<file path="config.mk">
export PLATFORM = sky130hd
export DESIGN_NAME = exec_sequencer_flat
export DESIGN_NICKNAME = d
export VERILOG_FILES = /design/src/rtl/cpu_pkg.sv /design/src/rtl/exec_sequencer_if.sv /design/src/rtl/exec_regfile.sv /design/src/rtl/exec_sequencer.sv /design/src/flat_wrapper.sv
export SDC_FILE = /design/constraint.sdc
export NUM_CORES = 1
export LEC_CHECK = 0
export CAP_MARGIN = 15
export CELL_PAD_IN_SITES_DETAIL_PLACEMENT = 0
export CELL_PAD_IN_SITES_GLOBAL_PLACEMENT = 1
export CORE_MARGIN = 1
export CORE_UTILIZATION = 40
export CTS_BUF_LIST = sky130_fd_sc_hd__clkbuf_8 sky130_fd_sc_hd__clkbuf_16
export CTS_CLUSTER_SIZE = 12
export DETAILED_ROUTE_END_ITERATION = 6
export GPL_ROUTABILITY_DRIVEN = 1
export GPL_TIMING_DRIVEN = 0
export HOLD_SLACK_MARGIN = 0.08
export PLACE_DENSITY_LB_ADDON = 0.1
export SKIP_LAST_GASP = 1
export SLEW_MARGIN = 40
export SYNTH_ARGS = -nofsm -noshare
export SYNTH_HDL_FRONTEND = slang
export SYNTH_HIERARCHICAL = 1
export SYNTH_SLANG_ARGS = --single-unit
</file>
<file path="constraint.sdc">
create_clock -name clk -period 2.44 [get_ports clk]
set_clock_uncertainty 0.05 [all_clocks]
set_input_delay 0.488 -clock clk [delete_from_list [all_inputs] [get_ports clk]]
set_output_delay 0.488 -clock clk [all_outputs]
set_load 0.01 [all_outputs]
</file>
<file path="src/rtl/cpu_pkg.sv">
// rtl/cpu_pkg.sv - shared constants, instruction fields and FSM states for the course CPU
// Contents: ALU/opcode codes, instruction field positions, sequencer state enum,
//           opcode legality helper.
package cpu_pkg;

  localparam int XLEN = 16;

  // Opcodes are identical to the ALU function codes, so decode is a pass-through.
  localparam logic [3:0] OP_MOV = 4'b0001;
  localparam logic [3:0] OP_ADD = 4'b0010;
  localparam logic [3:0] OP_SUB = 4'b0100;
  localparam logic [3:0] OP_AND = 4'b0110;
  localparam logic [3:0] OP_OR  = 4'b1000;
  localparam logic [3:0] OP_XOR = 4'b1010;
  localparam logic [3:0] OP_NOP = 4'b0000;

  // Instruction field positions.
  localparam int OPC_HI  = 15;
  localparam int OPC_LO  = 12;
  localparam int RD_HI   = 11;
  localparam int RD_LO   = 9;
  localparam int IMM_SEL = 8;
  localparam int RS_HI   = 7;
  localparam int RS_LO   = 5;
  localparam int IMM_HI  = 7;
  localparam int IMM_LO  = 0;

  typedef enum logic [1:0] {
    IDLE   = 2'd0,
    DECODE = 2'd1,
    EXEC   = 2'd2,
    WB     = 2'd3
  } state_e;

  function automatic logic is_legal(input logic [3:0] opc);
    case (opc)
      OP_MOV, OP_ADD, OP_SUB, OP_AND, OP_OR, OP_XOR: is_legal = 1'b1;
      default:                                       is_legal = 1'b0;
    endcase
  endfunction

endpackage

</file>
<file path="src/rtl/exec_sequencer_if.sv">
// rtl/exec_sequencer_if.sv - instruction handshake, ALU and writeback bus of the execute sequencer
// Signals: instr_valid/instr/instr_ready (instruction handshake), op_a/op_b/alu_func/alu_out
//          (ALU bus), retire/wb_addr/wb_data (writeback report), illegal (undefined opcode pulse).
// Modports: master = upstream + ALU side, slave = sequencer side.
interface exec_sequencer_if;
  import cpu_pkg::*;

  logic            instr_valid;
  logic [XLEN-1:0] instr;
  logic            instr_ready;
  logic [XLEN-1:0] op_a;
  logic [XLEN-1:0] op_b;
  logic [3:0]      alu_func;
  logic [XLEN-1:0] alu_out;
  logic            retire;
  logic [2:0]      wb_addr;
  logic [XLEN-1:0] wb_data;
  logic            illegal;

  modport master (
    output instr_valid, instr, alu_out,
    input  instr_ready, op_a, op_b, alu_func, retire, wb_addr, wb_data, illegal
  );

  modport slave (
    input  instr_valid, instr, alu_out,
    output instr_ready, op_a, op_b, alu_func, retire, wb_addr, wb_data, illegal
  );

endinterface

</file>
<file path="src/rtl/exec_regfile.sv">
// rtl/exec_regfile.sv - 8x16 register file, two read ports, debug read port, one write port
// Ports: clk, rst_n (async clear of all entries), ra_addr/ra_data and rb_addr/rb_data
//        (combinational reads), dbg_addr/dbg_data (combinational debug read),
//        we/waddr/wdata (synchronous write).
module exec_regfile
  import cpu_pkg::*;
#(
  parameter int NREGS = 8
) (
  input  logic            clk,
  input  logic            rst_n,
  input  logic [2:0]      ra_addr,
  output logic [XLEN-1:0] ra_data,
  input  logic [2:0]      rb_addr,
  output logic [XLEN-1:0] rb_data,
  input  logic [2:0]      dbg_addr,
  output logic [XLEN-1:0] dbg_data,
  input  logic            we,
  input  logic [2:0]      waddr,
  input  logic [XLEN-1:0] wdata
);

  logic [XLEN-1:0] mem [NREGS];

  always_ff @(posedge clk or negedge rst_n) begin
    if (!rst_n) begin
      for (int i = 0; i < NREGS; i++) begin
        mem[i] <= '0;
      end
    end else if (we) begin
      mem[waddr] <= wdata;
    end
  end

  assign ra_data  = mem[ra_addr];
  assign rb_data  = mem[rb_addr];
  assign dbg_data = mem[dbg_addr];

endmodule

</file>
<file path="src/rtl/exec_sequencer.sv">
// rtl/exec_sequencer.sv - four-cycle execute sequencer in front of an external combinational ALU
// Ports: clk, rst_n (async, active-low), bus (exec_sequencer_if.slave: instruction handshake,
//        ALU operands/function/result, retire/writeback report, illegal pulse),
//        busy (not IDLE), flag_z/flag_n (status flags), dbg_addr/dbg_data (register peek).
// Build option: EXEC_FLAGS_EN adds Z/N flag registers updated on writeback;
//               without it flag_z/flag_n are constant 0.
module exec_sequencer
  import cpu_pkg::*;
#(
  parameter int NREGS = 8
) (
  input  logic            clk,
  input  logic            rst_n,
  exec_sequencer_if.slave bus,
  output logic            busy,
  output logic            flag_z,
  output logic            flag_n,
  input  logic [2:0]      dbg_addr,
  output logic [XLEN-1:0] dbg_data
);

  state_e          state;
  logic [XLEN-1:0] ir;

  logic [3:0]      opc;
  logic [2:0]      rd;
  logic [2:0]      rs;
  logic            imm_sel;
  logic [7:0]      imm8;

  logic [XLEN-1:0] ra_data;
  logic [XLEN-1:0] rb_data;
  logic [XLEN-1:0] op_b_next;

  logic [XLEN-1:0] op_a_q;
  logic [XLEN-1:0] op_b_q;
  logic [3:0]      func_q;
  logic            retire_q;
  logic            illegal_q;
  logic [2:0]      wb_addr_q;
  logic [XLEN-1:0] wb_data_q;

  // Fields are decoded from the latched copy; the live bus.instr is only
  // looked at on the accept edge.
  assign opc     = ir[OPC_HI:OPC_LO];
  assign rd      = ir[RD_HI:RD_LO];
  assign rs      = ir[RS_HI:RS_LO];
  assign imm_sel = ir[IMM_SEL];
  assign imm8    = ir[IMM_HI:IMM_LO];

  assign op_b_next = imm_sel ? {8'h00, imm8} : rb_data;

  // Writeback lands on the edge that leaves WB, so the next DECODE already
  // sees the new value and no forwarding path is needed.
  exec_regfile #(.NREGS(NREGS)) u_regfile (
    .clk      (clk),
    .rst_n    (rst_n),
    .ra_addr  (rd),
    .ra_data  (ra_data),
    .rb_addr  (rs),
    .rb_data  (rb_data),
    .dbg_addr (dbg_addr),
    .dbg_data (dbg_data),
    .we       (state == WB),
    .waddr    (wb_addr_q),
    .wdata    (wb_data_q)
  );

  always_ff @(posedge clk or negedge rst_n) begin
    if (!rst_n) begin
      state     <= IDLE;
      ir        <= '0;
      op_a_q    <= '0;
      op_b_q    <= '0;
      func_q    <= OP_NOP;
      retire_q  <= 1'b0;
      illegal_q <= 1'b0;
      wb_addr_q <= '0;
      wb_data_q <= '0;
    end else begin
      retire_q  <= 1'b0;
      illegal_q <= 1'b0;
      case (state)
        IDLE: begin
          if (bus.instr_valid) begin
            ir    <= bus.instr;
            state <= DECODE;
          end
        end
        DECODE: begin
          if (is_legal(opc)) begin
            op_a_q <= ra_data;
            op_b_q <= op_b_next;
            func_q <= opc;
            state  <= EXEC;
          end else begin
            // ALU outputs stay as they were; only the pulse is raised.
            illegal_q <= 1'b1;
            state     <= IDLE;
          end
        end
        EXEC: begin
          wb_data_q <= bus.alu_out;
          wb_addr_q <= rd;
          retire_q  <= 1'b1;
          state     <= WB;
        end
        WB: begin
          func_q <= OP_NOP;
          state  <= IDLE;
        end
        default: state <= IDLE;
      endcase
    end
  end

`ifdef EXEC_FLAGS_EN
  logic flag_z_q;
  logic flag_n_q;

  always_ff @(posedge clk or negedge rst_n) begin
    if (!rst_n) begin
      flag_z_q <= 1'b0;
      flag_n_q <= 1'b0;
    end else if (state == WB) begin
      flag_z_q <= (wb_data_q == '0);
      flag_n_q <= wb_data_q[XLEN-1];
    end
  end

  assign flag_z = flag_z_q;
  assign flag_n = flag_n_q;
`else
  assign flag_z = 1'b0;
  assign flag_n = 1'b0;
`endif

  assign bus.instr_ready = (state == IDLE);
  assign busy            = (state != IDLE);
  assign bus.op_a        = op_a_q;
  assign bus.op_b        = op_b_q;
  assign bus.alu_func    = func_q;
  assign bus.retire      = retire_q;
  assign bus.illegal     = illegal_q;
  assign bus.wb_addr     = wb_addr_q;
  assign bus.wb_data     = wb_data_q;

endmodule

</file>
<file path="src/flat_wrapper.sv">
// flat-port wrapper written by rule: the top's interface ports become plain ports
module exec_sequencer_flat import cpu_pkg::*;
#(
  parameter int NREGS = 8
)
  (clk, rst_n, busy, flag_z, flag_n, dbg_addr, dbg_data, bus_instr_valid, bus_instr, bus_alu_out, bus_instr_ready, bus_op_a, bus_op_b, bus_alu_func, bus_retire, bus_wb_addr, bus_wb_data, bus_illegal);
  exec_sequencer_if bus_i ();
  input  logic clk;
  input  logic rst_n;
  output logic busy;
  output logic flag_z;
  output logic flag_n;
  input  logic [2:0] dbg_addr;
  output logic [XLEN-1:0] dbg_data;
  input wire logic [$bits(bus_i.instr_valid)-1:0] bus_instr_valid;
  input wire logic [$bits(bus_i.instr)-1:0] bus_instr;
  input wire logic [$bits(bus_i.alu_out)-1:0] bus_alu_out;
  output wire logic [$bits(bus_i.instr_ready)-1:0] bus_instr_ready;
  output wire logic [$bits(bus_i.op_a)-1:0] bus_op_a;
  output wire logic [$bits(bus_i.op_b)-1:0] bus_op_b;
  output wire logic [$bits(bus_i.alu_func)-1:0] bus_alu_func;
  output wire logic [$bits(bus_i.retire)-1:0] bus_retire;
  output wire logic [$bits(bus_i.wb_addr)-1:0] bus_wb_addr;
  output wire logic [$bits(bus_i.wb_data)-1:0] bus_wb_data;
  output wire logic [$bits(bus_i.illegal)-1:0] bus_illegal;
  assign bus_i.instr_valid = bus_instr_valid;
  assign bus_i.instr = bus_instr;
  assign bus_i.alu_out = bus_alu_out;
  assign bus_instr_ready = bus_i.instr_ready;
  assign bus_op_a = bus_i.op_a;
  assign bus_op_b = bus_i.op_b;
  assign bus_alu_func = bus_i.alu_func;
  assign bus_retire = bus_i.retire;
  assign bus_wb_addr = bus_i.wb_addr;
  assign bus_wb_data = bus_i.wb_data;
  assign bus_illegal = bus_i.illegal;
  exec_sequencer #(.NREGS(NREGS)) u_core (.clk(clk), .rst_n(rst_n), .bus(bus_i), .busy(busy), .flag_z(flag_z), .flag_n(flag_n), .dbg_addr(dbg_addr), .dbg_data(dbg_data));
endmodule
</file>
; Word-level counts from Yosys, hierarchy flattened
; Index checks and enable logic that the tools add are counted.
[word_totals]
out_inout_bits = 77
ff_bits = 203
in_bits = 38
ram_bits = 0
n_memories = 0
latch_bits = 0
romBits = 0
[classes]
n_eq_ne = 11
add_sub_neg = 0
bitwise = 4
n_mux = 23
order_cmp = 5
div_mod_pow = 0
mul = 0
n_reduce_logical = 8
shifts = 0
[op_table]
columns = cell, count
row1 = $bmux W16 S3, 3
row2 = $bwmux W128, 1
row3 = $mux W16, 8
row4 = $demux W16 S3, 1
row5 = $ge A4 B4 Y1 const B, 4
row6 = $not A3 Y4, 4
row7 = $eq A4 B3 Y1 const B, 2
row8 = $eq A4 B4 Y1 const B, 2
row9 = $pmux W2 S4, 1
row10 = $pmux W4 S2, 1
row11 = $reduce_and A2 Y1, 3
row12 = $reduce_or A6 Y1, 1
row13 = $mux W1, 5
row14 = $eq A2 B2 Y1 const B, 2
row15 = $eq A4 B1 Y1 const B, 1
row16 = $eq A4 B2 Y1 const B, 1
row17 = $lt A4 B1 Y1 const B, 1
row18 = $mux W2, 2
row19 = $mux W4, 1
row20 = $reduce_bool A2 Y1, 2
row21 = $eq A2 B1 Y1 const B, 1
row22 = $logic_not A2 Y1, 1
row23 = $ne A2 B1 Y1 const B, 1
row24 = $ne A2 B2 Y1 const B, 1
row25 = $logic_and A1 B1 Y1, 1

; Longest topological paths before layout
[depth]
ltp_word = 6
mapped_depth = 7
depth_no_buf = 4

; Hierarchy
; The synthesis kept the hierarchy.
[modules_own_cells]
columns = module, area_each_um2, seq_area_each_um2, instances, cells_each
row1 = exec_regfile, 8062.7, 3203.1, 1, 450
row2 = exec_sequencer, 3225.6, 1876.8, 1, 206

; Worst setup path after synthesis
; OpenSTA, ideal clock, no wires.
[synth_timing]
path_kind = in2out
startpoint = input port dbg_addr[0]
endpoint = output port dbg_data[1]
slack_ps = 342
n_path_buf = 2
arrival_ps = 1560
required_time_ps = 1902
stages = 4
path_cell_list = buf_6 > buf_6 > mux4_1 > mux2_2
[synth_between]
elab_chain_cells = 4
[synth_lines]
columns = element, line_no
row1 = "start, declared", flat_wrapper.sv:13  ; input logic [2:0] dbg_addr;
row2 = $not A3 Y4 (not written as such), exec_regfile.sv:37  ; assign dbg_data = mem[dbg_addr];
row3 = $bmux W16 S3, exec_regfile.sv:37
row4 = $mux W16 (not written as such) (2 in a row), exec_regfile.sv:37
row5 = "end, declared", flat_wrapper.sv:14  ; output logic [XLEN-1:0] dbg_data;
; No other way between the ends. The select of a mux whose other input is x is not followed.

; Worst setup path in the final report
[layout_timing]
startpoint = register u_core/u_regfile/mem[63] (netlist name)
endpoint = output port dbg_data[15]
[layout_between]
elab_chain_cells = 3
[layout_lines]
columns = element, line_no
row1 = "start, declared", exec_regfile.sv:23  ; logic [XLEN-1:0] mem [NREGS];
row2 = "start signal, assigned by index", exec_regfile.sv:31  ; mem[waddr] <= wdata;
row3 = $bmux W16 S3, exec_regfile.sv:37
row4 = $mux W16 (not written as such) (2 in a row), exec_regfile.sv:37
; No other way between the ends. The select of a mux whose other input is x is not followed.

==> results.cfg <==
[run_status]
outcome = finished clean

[synthesis]
ys_seq_area_share_pct = 45.0
synth_xor_area_share_pct = 0
netlist_area_sq_mm = 0.0113
synth.avg_cell_area_sq_um = 17.2
synth-edff-count = 0
async_flop_share_pct = 100
synthSimpleGateAreaFrac_pct = 2.64
syn-instance-count = 656
yosysWarnings = 6
synth_compound_area_share_pct = 0.665
synth_area_leaders = dfrtp_1 45%, mux2_2 22%, mux4_1 20%
synthAdderAreaFrac_pct = 0
synth.top_cell.area_share_pct = 45.0
synth_top_family_by_area = multiplexers
ys_ff_latch = 203
synthDistinctLibCells = 33
yosysTopAreaCell = dfrtp_1
synth-main-ff-cell = dfrtp_1
muxShareOfSynthArea_pct = 47.9

[floorplanning]
fp.dieW_microns = 170
io_pins = 115
core_sq_mm = 0.0278
dieArea_sq_mm = 0.0289
die_h_microns = 170
initial_core_util_pct = 40.6
row_count = 61

[critical_path]
start_kind = register
critPathKind = reg2out
critPathMaxStageDelay_ns = 0.48
slowest_stage = mux4_2
cp_data_required_time_ns = 1.90
crit_family = multiplexers
critPathBufInv = 1
worst_ep_arrival_time_ns = 1.87
crit_path_end_kind = primary output
cp_max_fo = 4
cp_cell_sequence = mux4_2 -> mux2_4 -> buf_2

[cells_and_area]
final_util_pct = 51.2
final_cell_mix = 218 x mux2_2, 202 x dfrtp_1, 92 x clkdlybuf4s50_1
layout-drive-gt1-share_pct = 53.3
final_common_cell = mux2_2
antenna_cells = 0
design_area_sq_mm = 0.0142
areaGrowthSynthToFinish_pct = 26.0
final_nets = 905

[global_routing]
antenna_found_initial = 1
grt_max_degree = 78
grt_pass1_vias = 7568
grt-ovfl-total = 0
grt.total_usage_pct = 22.7
grt_pass1_wl_microns = 47800

[clocking]
cts_sinks = 203
numCtsBuffers = 25
root_buffer = clkbuf_16
clk_pin_slew_ns = 0.06
cts_max_path_buffers = 3
h-tree-depth = 1
worstSkewPairLatency_ns = 0.52
cts_tree = built

[timing]
finalHoldViolations = 0
fin_crit_sh_pct = 98.5
slew_headroom_pct = 46.1
slew_violations = 0
max_slew.worst_pin.slew_ns = 0.808
rsz0062_at_grt = no
max_freq_mhz = 416
finalSetupViolCount = 0
layout_min_cycle_time_ns = 2.40
timing.hold.ws_ns = 0.456

[power]
power_density_mw_per_mm2 = 1300
p_int_mw = 12.2
p_switching_mw = 6.21
p_comb_share_pct = 47.9
clockPowerShare_pct = 19.4
power_switching_share_pct = 33.7
power_frac_seq_pct = 32.7
power.leakage_nw = 6.68
ir_worst_vdd_v = 0.000492

[route]
wl_microns = 31900
drtPass1Iterations = 4
vias = 7039
routedWlPerCell_microns = 25.2
remaining_drc_errors = 0
drt_iter0_markers = 330
viasPerCell = 5.57
ant_nets = 0

[min_path]
hold_class = reg2reg

[placed_design]
dp_hpwl_microns = 20300
routabilityCongestion = 0.824
dpl_cell_area_sq_mm = 0.0129
io_buffers = 110

[flow_run]
drv_cap = 0
-- worst reg2reg max path: stages (launching register included) --
cell and delay [ns]:
dfrtp_1 0.41, buf_6 0.17, buf_12 0.17, mux4_1 0.61, mux2_2 0.33, mux2_2 0.27, mux2_4 0.25
-- power groups by stage --
stage	combinational (mW)	sequential (mW)	clock, mW
after global routing	9.37	6.23	3.83
after global placement	7.98	6.00	0
after CTS	8.85	6.00	3.68
after detailed placement	8.09	6.20	0
final	8.84	6.02	3.58
after floorplan	5.25	5.88	0
-- worst paths after layout --
path | cells past startpoint | slack (ns) | to | startpoint
max in group asynchronous | 4 | 0.74 | u_core/u_regfile/mem[98] | rst_n
min reg2reg | 1 | 0.46 | u_core/ir[3] | u_core/ir[3]
min | 1 | 0.46 | u_core/ir[3] | u_core/ir[3]
max reg2reg | 6 | 0.07 | u_core/bus.op_b[4] | u_core/ir[5]
max | 3 | 0.04 | dbg_data[15] | u_core/u_regfile/mem[63]
min in group asynchronous | 2 | 0.48 | u_core/u_regfile/mem[26] | rst_n
-- Yosys cell counts, drive strengths merged, types with 3 or more instances --
library cell / instances
nor2: 6
clkbuf: 11
dfrtp: 203
mux2: 251
nor2b: 9
o22ai: 3
nand4b: 3
buf: 43
nand2: 3
nor4bb: 3
a31oi: 4
mux4: 96
inv: 5
-- logic make-up (layout without fill, tap and decap cells) --
logic type | count (synthesis) | in the layout
simple gates | 35 | 35
compound gates | 11 | 11
buf+inv | 59 | 287
flops | 203 | 203
mux | 347 | 347
other cells | 1 | 2
-- registers in the layout (all words and copies together), names as in the netlist, named ones only --
signal / count
u_core/bus.wb_data: 16
u_core/bus.illegal: 1
u_core/bus.retire: 1
u_core/bus.op_a: 16
u_core/u_regfile/mem: 128
u_core/state: 1
u_core/ir: 16
u_core/bus.wb_addr: 3
u_core/bus.alu_func: 4
u_core/bus.op_b: 16
-- area by class of cell --
cell class	count	area (sq um)
plain buffers	52	465
repair buffers	185	1630
multi-input cells	395	5740
flip-flops and latches	203	5080
inverters	5	18.8
clock buffers	35	763
well taps	378	473
fillers	2357	13600
clock inverters	10	45.0
-- layer usage --
layer  routed length, microns  up-vias  GRT usage [%]  share of wire (%)
met1                    13700     3730           30.5                 43
met2                    15800      205           37.9                 50
met3                     1630       56           2.88                5.1
met5                        0        -              0                  0
met4                      762        0           7.52                2.4
li1                         -     3048              -                  -
-- repair_timing --
item | CTS | global route
setup buffers | 69 | 3
gates resized for setup | 105 | 11
endpoints found under the hold margin | 60 | 0
pin swaps | 0 | 0
setup endpoints to repair | 71 | 33
hold buffers | 1 | 0
-- stage by stage --
stage / total power [mW] / setup slack (ns) / setup TNS, ns / std cells
finish: 18.4 / 0.0369 / 0 / 1263
global route: 19.4 / 0.00279 / 0 / 1263
CTS: 18.5 / -0.102 / -0.102 / 1262
detailed placement: 14.3 / -1.15 / -22.83 / 1147
global placement: 14.0 / -7.54 / -1546.80 / 1145
floorplan: 11.1 / 0.342 / 0 / 657
Note: power is estimated with default switching activity, not from simulation.
